`config.mk`:
```
export PLATFORM = sky130hd
export DESIGN_NAME = pipe_stage_reg
export DESIGN_NICKNAME = d
export VERILOG_FILES = /design/src/rtl/pipe_stage_reg_pkg.sv /design/src/rtl/pipe_stage_reg_slot.sv /design/src/rtl/pipe_stage_reg.sv
export SDC_FILE = /design/constraint.sdc
export NUM_CORES = 1
export LEC_CHECK = 0
export CAP_MARGIN = 20
export CORE_MARGIN = 2
export CORE_UTILIZATION = 55
export CTS_BUF_LIST = sky130_fd_sc_hd__clkbuf_8
export CTS_CLUSTER_SIZE = 40
export DETAILED_ROUTE_END_ITERATION = 8
export GPL_TIMING_DRIVEN = 0
export PLACE_DENSITY = 0.93
export SLEW_MARGIN = 40
export SYNTH_ARGS = -nofsm -noshare
export SYNTH_HDL_FRONTEND = slang
export SYNTH_SLANG_ARGS = --single-unit
```
`constraint.sdc`:
```
create_clock -name clk -period 8.3 [get_ports clk]
set_input_delay 2.075 -clock clk [delete_from_list [all_inputs] [get_ports clk]]
set_output_delay 2.075 -clock clk [all_outputs]
set_load 0.02 [all_outputs]
```
`src/rtl/pipe_stage_reg_pkg.sv`:
```
`default_nettype none
// ============================================================================
// pipe_stage_reg_pkg
// Shared widths, occupancy encoding and per-stage control-bundle field offsets.
// Rev 1.0
// ============================================================================
package pipe_stage_reg_pkg;

   localparam int PIPE_DATA_W_DEFAULT = 32;
   localparam int PIPE_CTRL_W_DEFAULT = 8;

   typedef enum logic [1:0] {
      OCC_EMPTY = 2'd0,
      OCC_ONE   = 2'd1,
      OCC_FULL  = 2'd2
   } occ_t;

   // Control-bundle bit positions used by the stage wrappers when packing/unpacking
   localparam int ID_EX_REG_WE_BIT   = 0;
   localparam int ID_EX_MEM_RD_BIT   = 1;
   localparam int ID_EX_MEM_WR_BIT   = 2;
   localparam int ID_EX_ALU_SRC_BIT  = 3;
   localparam int ID_EX_ALU_OP_LSB   = 4;
   localparam int ID_EX_ALU_OP_W     = 4;

   localparam int EX_M_REG_WE_BIT    = 0;
   localparam int EX_M_MEM_RD_BIT    = 1;
   localparam int EX_M_MEM_WR_BIT    = 2;
   localparam int EX_M_WB_SEL_LSB    = 3;
   localparam int EX_M_WB_SEL_W      = 2;

   localparam int M_WB_REG_WE_BIT    = 0;
   localparam int M_WB_WB_SEL_LSB    = 1;
   localparam int M_WB_WB_SEL_W      = 2;

endpackage
`default_nettype wire

```
`src/rtl/pipe_stage_reg_slot.sv`:
```
`default_nettype none
// ============================================================================
// pipe_stage_reg_slot
// One storage entry: valid flag, payload and control bundle with load/clear.
// Rev 1.0
// ============================================================================
module pipe_stage_reg_slot #(
   parameter int DATA_W = 32,
   parameter int CTRL_W = 8
) (
   input  logic              clk,
   input  logic              rst,
   input  logic              load,
   input  logic              clear,
   input  logic              zero_ctrl,
   input  logic [DATA_W-1:0] d_data,
   input  logic [CTRL_W-1:0] d_ctrl,
   output logic              valid,
   output logic [DATA_W-1:0] data,
   output logic [CTRL_W-1:0] ctrl
);

   logic              r_valid;
   logic [DATA_W-1:0] r_data;
   logic [CTRL_W-1:0] r_ctrl;

   // Clear wins over load; data is left stale on clear since it is a don't-care.
   always_ff @(posedge clk or posedge rst) begin
      if (rst) begin
         r_valid <= 1'b0;
         r_data  <= '0;
         r_ctrl  <= '0;
      end else if (clear) begin
         r_valid <= 1'b0;
         r_ctrl  <= '0;
      end else if (load) begin
         r_valid <= 1'b1;
         r_data  <= d_data;
         r_ctrl  <= zero_ctrl ? '0 : d_ctrl;
      end
   end

   assign valid = r_valid;
   assign data  = r_data;
   assign ctrl  = r_ctrl;

endmodule
`default_nettype wire

```
`src/rtl/pipe_stage_reg.sv`:
```
`default_nettype none
// ============================================================================
// pipe_stage_reg
// Elastic valid/ready pipeline stage with optional 2-entry skid, flush and bubble.
// Rev 1.0
// ============================================================================
module pipe_stage_reg
   import pipe_stage_reg_pkg::*;
#(
   parameter int DATA_W = PIPE_DATA_W_DEFAULT,
   parameter int CTRL_W = PIPE_CTRL_W_DEFAULT,
   parameter bit SKID   = 1'b1
) (
   input  logic              clk,
   input  logic              rst,
   input  logic              in_valid,
   output logic              in_ready,
   input  logic [DATA_W-1:0] in_data,
   input  logic [CTRL_W-1:0] in_ctrl,
   input  logic              bubble,
   input  logic              flush,
   output logic              out_valid,
   input  logic              out_ready,
   output logic [DATA_W-1:0] out_data,
   output logic [CTRL_W-1:0] out_ctrl,
   output logic [1:0]        count
);

   occ_t              r_state;
   logic              w_push;
   logic              w_pop;
   logic              w_from_skid;
   logic              w_main_v;
   logic [DATA_W-1:0] w_main_data;
   logic [CTRL_W-1:0] w_main_ctrl;
   logic              w_main_load;
   logic              w_main_clear;
   logic              w_main_zero;
   logic [DATA_W-1:0] w_main_d_data;
   logic [CTRL_W-1:0] w_main_d_ctrl;
   logic              w_skid_v;
   logic [DATA_W-1:0] w_skid_data;
   logic [CTRL_W-1:0] w_skid_ctrl;
   logic              w_skid_load;
   logic              w_skid_clear;

   assign w_pop       = w_main_v & out_ready;
   assign w_push      = in_valid & in_ready & ~flush;
   assign w_from_skid = (r_state == OCC_FULL);

   // Main is refilled from the skid when draining a full stage, else from the input.
   assign w_main_load   = (w_from_skid & w_pop) |
                          (w_push & ((r_state == OCC_EMPTY) | w_pop));
   assign w_main_clear  = flush | (w_pop & ~w_push & ~w_from_skid);
   assign w_main_zero   = ~w_from_skid & bubble;
   assign w_main_d_data = w_from_skid ? w_skid_data : in_data;
   assign w_main_d_ctrl = w_from_skid ? w_skid_ctrl : in_ctrl;

   assign w_skid_load   = w_push & (r_state == OCC_ONE) & ~w_pop;
   assign w_skid_clear  = flush | (w_from_skid & w_pop);

   pipe_stage_reg_slot #(
      .DATA_W (DATA_W),
      .CTRL_W (CTRL_W)
   ) u_main (
      .clk       (clk),
      .rst       (rst),
      .load      (w_main_load),
      .clear     (w_main_clear),
      .zero_ctrl (w_main_zero),
      .d_data    (w_main_d_data),
      .d_ctrl    (w_main_d_ctrl),
      .valid     (w_main_v),
      .data      (w_main_data),
      .ctrl      (w_main_ctrl)
   );

   generate
      if (SKID) begin : g_skid
         pipe_stage_reg_slot #(
            .DATA_W (DATA_W),
            .CTRL_W (CTRL_W)
         ) u_skid (
            .clk       (clk),
            .rst       (rst),
            .load      (w_skid_load),
            .clear     (w_skid_clear),
            .zero_ctrl (bubble),
            .d_data    (in_data),
            .d_ctrl    (in_ctrl),
            .valid     (w_skid_v),
            .data      (w_skid_data),
            .ctrl      (w_skid_ctrl)
         );
         assign in_ready = ~w_skid_v;
      end else begin : g_no_skid
         assign w_skid_v    = 1'b0;
         assign w_skid_data = '0;
         assign w_skid_ctrl = '0;
         assign in_ready    = ~w_main_v | out_ready;
      end
   endgenerate

   always_ff @(posedge clk or posedge rst) begin
      if (rst) begin
         r_state <= OCC_EMPTY;
      end else if (flush) begin
         r_state <= OCC_EMPTY;
      end else begin
         case (r_state)
            OCC_EMPTY: if (w_push) r_state <= OCC_ONE;
            OCC_ONE: begin
               if (w_push && !w_pop)      r_state <= OCC_FULL;
               else if (!w_push && w_pop) r_state <= OCC_EMPTY;
            end
            OCC_FULL:  if (w_pop) r_state <= OCC_ONE;
            default:   r_state <= OCC_EMPTY;
         endcase
      end
   end

   assign out_valid = w_main_v;
   assign out_data  = w_main_data;
   assign out_ctrl  = w_main_v ? w_main_ctrl : '0;
   assign count     = {1'b0, w_main_v} + {1'b0, w_skid_v};

   a_skid_implies_main: assert property (@(posedge clk) disable iff (rst)
      (w_skid_v |-> w_main_v));
   a_state_matches_main: assert property (@(posedge clk) disable iff (rst)
      ((r_state != OCC_EMPTY) == w_main_v));
   a_state_matches_skid: assert property (@(posedge clk) disable iff (rst)
      ((r_state == OCC_FULL) == w_skid_v));

endmodule
`default_nettype wire

```
# --- Word level (Yosys, flattened, before mapping) ---
# Index checks and enable logic that the tools add are counted.
classes:
  add_sub_neg: 1
  eq_ne: 5
  n_mux: 19
  n_bitwise: 21
  reduce_logical: 10
op_table:
  columns: ["op", "n"]
  rows:
  - ["$mux 8", 8]
  - ["$mux 32", 1]
  - ["$and 1x1->1", 10]
  - ["$mux 2", 5]
  - ["$not 1->1", 7]
  - ["$ne 3x3->1 const B", 2]
  - ["$pmux 2 s3", 1]
  - ["$mux 1", 4]
  - ["$ne 4x2->1 const B", 1]
  - ["$or 1x1->1", 4]
  - ["$reduce_and 2->1", 2]
  - ["$reduce_bool 2->1", 2]
  - ["$reduce_and 3->1", 1]
  - ["$add 1x1->2", 1]
  - ["$eq 2x1->1 const B", 1]
  - ["$eq 2x2->1 const B", 1]
  - ["$logic_and 1x1->1", 2]
  - ["$logic_not 1->1", 2]
  - ["$logic_not 2->1", 1]
word_totals:
  reg_bits: 84
  out_inout_bits: 44
  elab_cells: 63

# --- Logic depth before layout (Yosys ltp) ---
logic_depth:
  depth_word: 9
  mapped_depth: 7
  ltp_nobuf: 4

# --- Cells and area by module ---
# Synthesis repeated with hierarchy kept, for this count alone.
hier_totals:
  hier_cells: 351
  hier_area_um2: 4096.4
by_module_without_submodules:
  columns: ["module", "n_inst", "cells_each", "area_each_um2", "seq_area_each_um2"]
  rows:
  - ["pipe_stage_reg_slot", 2, 92, 1654.1, 1026.0]
  - ["pipe_stage_reg", 1, 167, 788.3, 50.0]

# --- Least setup slack after synthesis ---
# Ideal clock, no wire load.
synth_timing:
  kind: "input to register"
  from: "input flush"
  to: "register g_skid.u_skid.r_data[0], in the netlist g_skid.u_skid.data[0]"
  arrival_ps: 3071
  t_required_ps: 8175
  setup_slack_ps: 5104
  cell_stages: 4
  path_buffers: 1
  path_cell_list: "clkinv_1 > nand4_1 > buf_2 > mux2_2"
synth_via:
  elab_chain_cells: 5
  word_cells_on_any_way: 7
synth_lines:
  columns: ["element", "line", "text"]
  rows:
  - ["from (decl)", "pipe_stage_reg.sv:21", "input logic flush,"]
  - ["$not 1->1", "pipe_stage_reg.sv:48", "assign w_push = in_valid & in_ready & ~flush;"]
  - ["$and 1x1->1", "pipe_stage_reg.sv:48", null]
  - ["$and 1x1->1 (2 in a row)", "pipe_stage_reg.sv:59", "assign w_skid_load = w_push & (r_state == OCC_ONE) & ~w_pop;"]
  - ["$reduce_and 2->1 (no line) (*)", null, null]
  - ["to (signal assigned)", "pipe_stage_reg_slot.sv:38", "r_data <= d_data;"]
  - ["to (decl)", "pipe_stage_reg_slot.sv:24", "logic [DATA_W-1:0] r_data;"]
# Mark *: on every way between the ends. The rest lies on a longest branch, timed or not.
# A chain may end at the register's enable or synchronous reset.

# --- Worst setup path after layout ---
layout_timing:
  from: "register u_main.r_valid, in the netlist u_main.valid"
  to: "output out_ctrl[2]"
layout_via:
  elab_chain_cells: 1
layout_lines:
  columns: ["element", "line", "text"]
  rows:
  - ["from (decl)", "pipe_stage_reg_slot.sv:23", "logic r_valid;"]
  - ["from (signal assigned)", "pipe_stage_reg_slot.sv:30", "r_valid <= 1'b0;"]
  - ["from (signal assigned)", "pipe_stage_reg_slot.sv:34", "r_valid <= 1'b0;"]
  - ["from (signal assigned)", "pipe_stage_reg_slot.sv:37", "r_valid <= 1'b1;"]
  - ["$mux 8", "pipe_stage_reg.sv:124", "assign out_ctrl = w_main_v ? w_main_ctrl : '0;"]
  - ["to (decl)", "pipe_stage_reg.sv:25", "output logic [CTRL_W-1:0] out_ctrl,"]
# No other way between the ends.

==> results.json <==
{
  "status": "finished clean",
  "place_hpwl_mm": 6.27,
  "grt_pass1_wl_mm": 14.4,
  "cp.arrival_ps": 1910,
  "layout_min_cycle_time_ps": 3990,
  "vias_per_cell": 5.66,
  "rows": 30,
  "setup_tns_ps": 0,
  "yosysSeqAreaShare": 0.559,
  "wl_mm": 8.83,
  "postCtsSetupBuffers": 0,
  "synthFlopType": "dfrtp_1",
  "hold_path_class": "reg2reg",
  "drt-pass1-iter-count": 4,
  "grt_pass1_vias": 2961,
  "cp-start-kind": "flip-flop",
  "worstMarginPinSlew_ps": 587,
  "cp-end-kind": "output pin",
  "cts-root-buf": "clkbuf_8",
  "cts_hold_buffers": 0,
  "antenna_found_initial": 0,
  "cp_slowest_cell": "clkdlybuf4s50_1",
  "numCtsBuffers": 9,
  "grt_max_degree": 44,
  "skew_ps": 10.3,
  "total_power_mw": 1.27,
  "async_flop_share": 1.00,
  "ant_nets": 0,
  "setup_viol": 0,
  "ys_seq_elements": 84,
  "grt_usage": 0.249,
  "final_nets": 478,
  "cap_violations": 0,
  "io_buffers": 88,
  "die_area_um2": 7510,
  "clock_latency_ps": 350,
  "mappedNetlistArea_um2": 3760,
  "synthTopCellsByCount": "dfrtp_1 (84), nand2_1 (52), o21ai_0 (33)",
  "vias": 2918,
  "synthMostInstantiatedCell": "dfrtp_1",
  "clkSinkCount": 84,
  "ios": 90,
  "drc": 0,
  "clock.fmax_mhz": 251,
  "report.final.slew_viol_count": 0,
  "powerDensity_nw_per_um2": 256,
  "yosys_warnings": 0,
  "cp_max_fo": 10,
  "die-height_um": 86.7,
  "drive_gt1_frac": 0.163,
  "finalHoldViolations": 0,
  "syn_to_final_growth_pct": 31.8,
  "wl_per_cell_um": 17.1,
  "netlist.top_cell.by_area": "dfrtp_1",
  "place_ws_ps": 4110,
  "ys_types": 31,
  "cp_cell_sequence": "clkbuf_1 > and2_1 > clkdlybuf4s50_1",
  "design_area_um2": 4960,
  "gp_routability_congestion": 0.842,
  "peakVddDrop_mv": 0.150,
  "final_core_util": 0.738,
  "drt_iter0_markers": 173,
  "place_area_um2": 4770,
  "path_clk_slew_ps": 80,
  "rsz0062_at_grt": "false",
  "cts_max_level": 3,
  "cts_tree": "built",
  "finalCritPeriodShare": 0.480,
  "initial_utilization": 0.560,
  "fin_ws_ps": 4310,
  "slew_headroom": 0.607,
  "p_leak_nw": 2.08,
  "die_w_um": 86.7,
  "synth-edff-count": 0,
  "cpPeakStageDelay_ps": 610,
  "path_buf_inv": 2,
  "worstSetupPathType": "reg2out",
  "gr-total-overflow": 0,
  "crit_required_ps": 6230,
  "cts-resized-gates": 0,
  "syn_inst": 331,
  "crit_family": "buffers and inverters",
  "yosysTopAreaCellShare": 0.559,
  "syn_nets": 378,
  "netlist_top_cells_area": "dfrtp_1 (56%), mux2_2 (9.6%), mux2i_1 (8.5%)",
  "coreArea_um2": 6720,
  "synth.avg_cell_area_um2": 11.4,
  "cts_max_path_buffers": 2,
  "diodes": 0
}
-- cells by family after synthesis --
family                   share of synthesized area
adder cells (fa/ha/maj)                    0.00333
AO/OA/AOI/OAI                               0.0992
flip-flops                                   0.559
multiplexers                                 0.181
AND/OR/NAND/NOR                              0.127
buffers and inverters                       0.0306
-- worst reg2reg max path, stage by stage, from the launching register on --
cell	delay, ps
dfrtp_1	330
buf_2	200
and4b_1	300
o31ai_4	480
buf_2	320
nand2_1	70
o21ai_0	110
-- layer usage --
layer | share of wire | vias to the layer above | GRT usage
met1 | 0.41 | 1446 | 0.317
met4 | 0.014 | 0 | 0.0838
met2 | 0.52 | 98 | 0.424
li1 | - | 1362 | -
met3 | 0.050 | 12 | 0.0552
met5 | 0 | - | 0
-- final timing paths --
| kind | start | endpoint | slack (ps) | cells after the start |
|---|---|---|---|---|
| max in group asynchronous | rst | g_skid.u_skid.valid | 5630 | 3 |
| min in group asynchronous | rst | u_main.data[3] | 2110 | 2 |
| max reg2reg | r_state[0] | u_main.data[21] | 6390 | 6 |
| max | u_main.valid | out_ctrl[2] | 4310 | 3 |
| min reg2reg | u_main.data[2] | u_main.data[2] | 480 | 2 |
| min | u_main.data[2] | u_main.data[2] | 480 | 2 |
-- sequential cells by signal (all words and copies together), names as in the netlist --
name	flops
u_main.data	32
r_state	2
u_main.ctrl	8
u_main.valid	1
g_skid.u_skid.data	32
g_skid.u_skid.ctrl	8
g_skid.u_skid.valid	1
-- layout by cell type, fill, tap and decap left out, types with 2 or more instances in the layout --
| cell | n |
|---|---|
| nor2_1 | 4 |
| clkbuf_1 | 4 |
| dfrtp_1 | 84 |
| a21oi_1 | 12 |
| buf_4 | 2 |
| and4b_1 | 2 |
| clkbuf_8 | 10 |
| o21ai_0 | 33 |
| mux2_2 | 32 |
| o32ai_1 | 8 |
| buf_2 | 14 |
| nor3b_1 | 9 |
| clkdlybuf4s50_1 | 88 |
| inv_6 | 3 |
| nand2_1 | 52 |
| mux2i_1 | 32 |
| clkinv_4 | 2 |
| o21ai_1 | 8 |
| and2_1 | 9 |
| nand3_1 | 9 |
-- cell type report --
type                       count  area (um^2)
sequential                    84         2100
fill                         471         1760
multi-input combinational    223         1550
timing repair buffer          89          901
clock buffer                  10          138
buffer                        21          104
tap                           80          100
clock inverter                 6         47.5
inverter                       3         16.3
-- stage by stage --
stage | std cells | hold slack (ps)
detailed placement | 500 | 471
floorplan | 331 | 469
global placement | 499 | 460
global route | 516 | 522
finish | 516 | 483
CTS | 516 | 490
-- where the power goes --
part	switching, mW	internal [mW]	total [mW]
combinational	0.187	0.203	0.390
sequential	0.0718	0.534	0.606
clock	0.153	0.120	0.272
total	0.411	0.857	1.27
(Power assumes the default switching activity.)
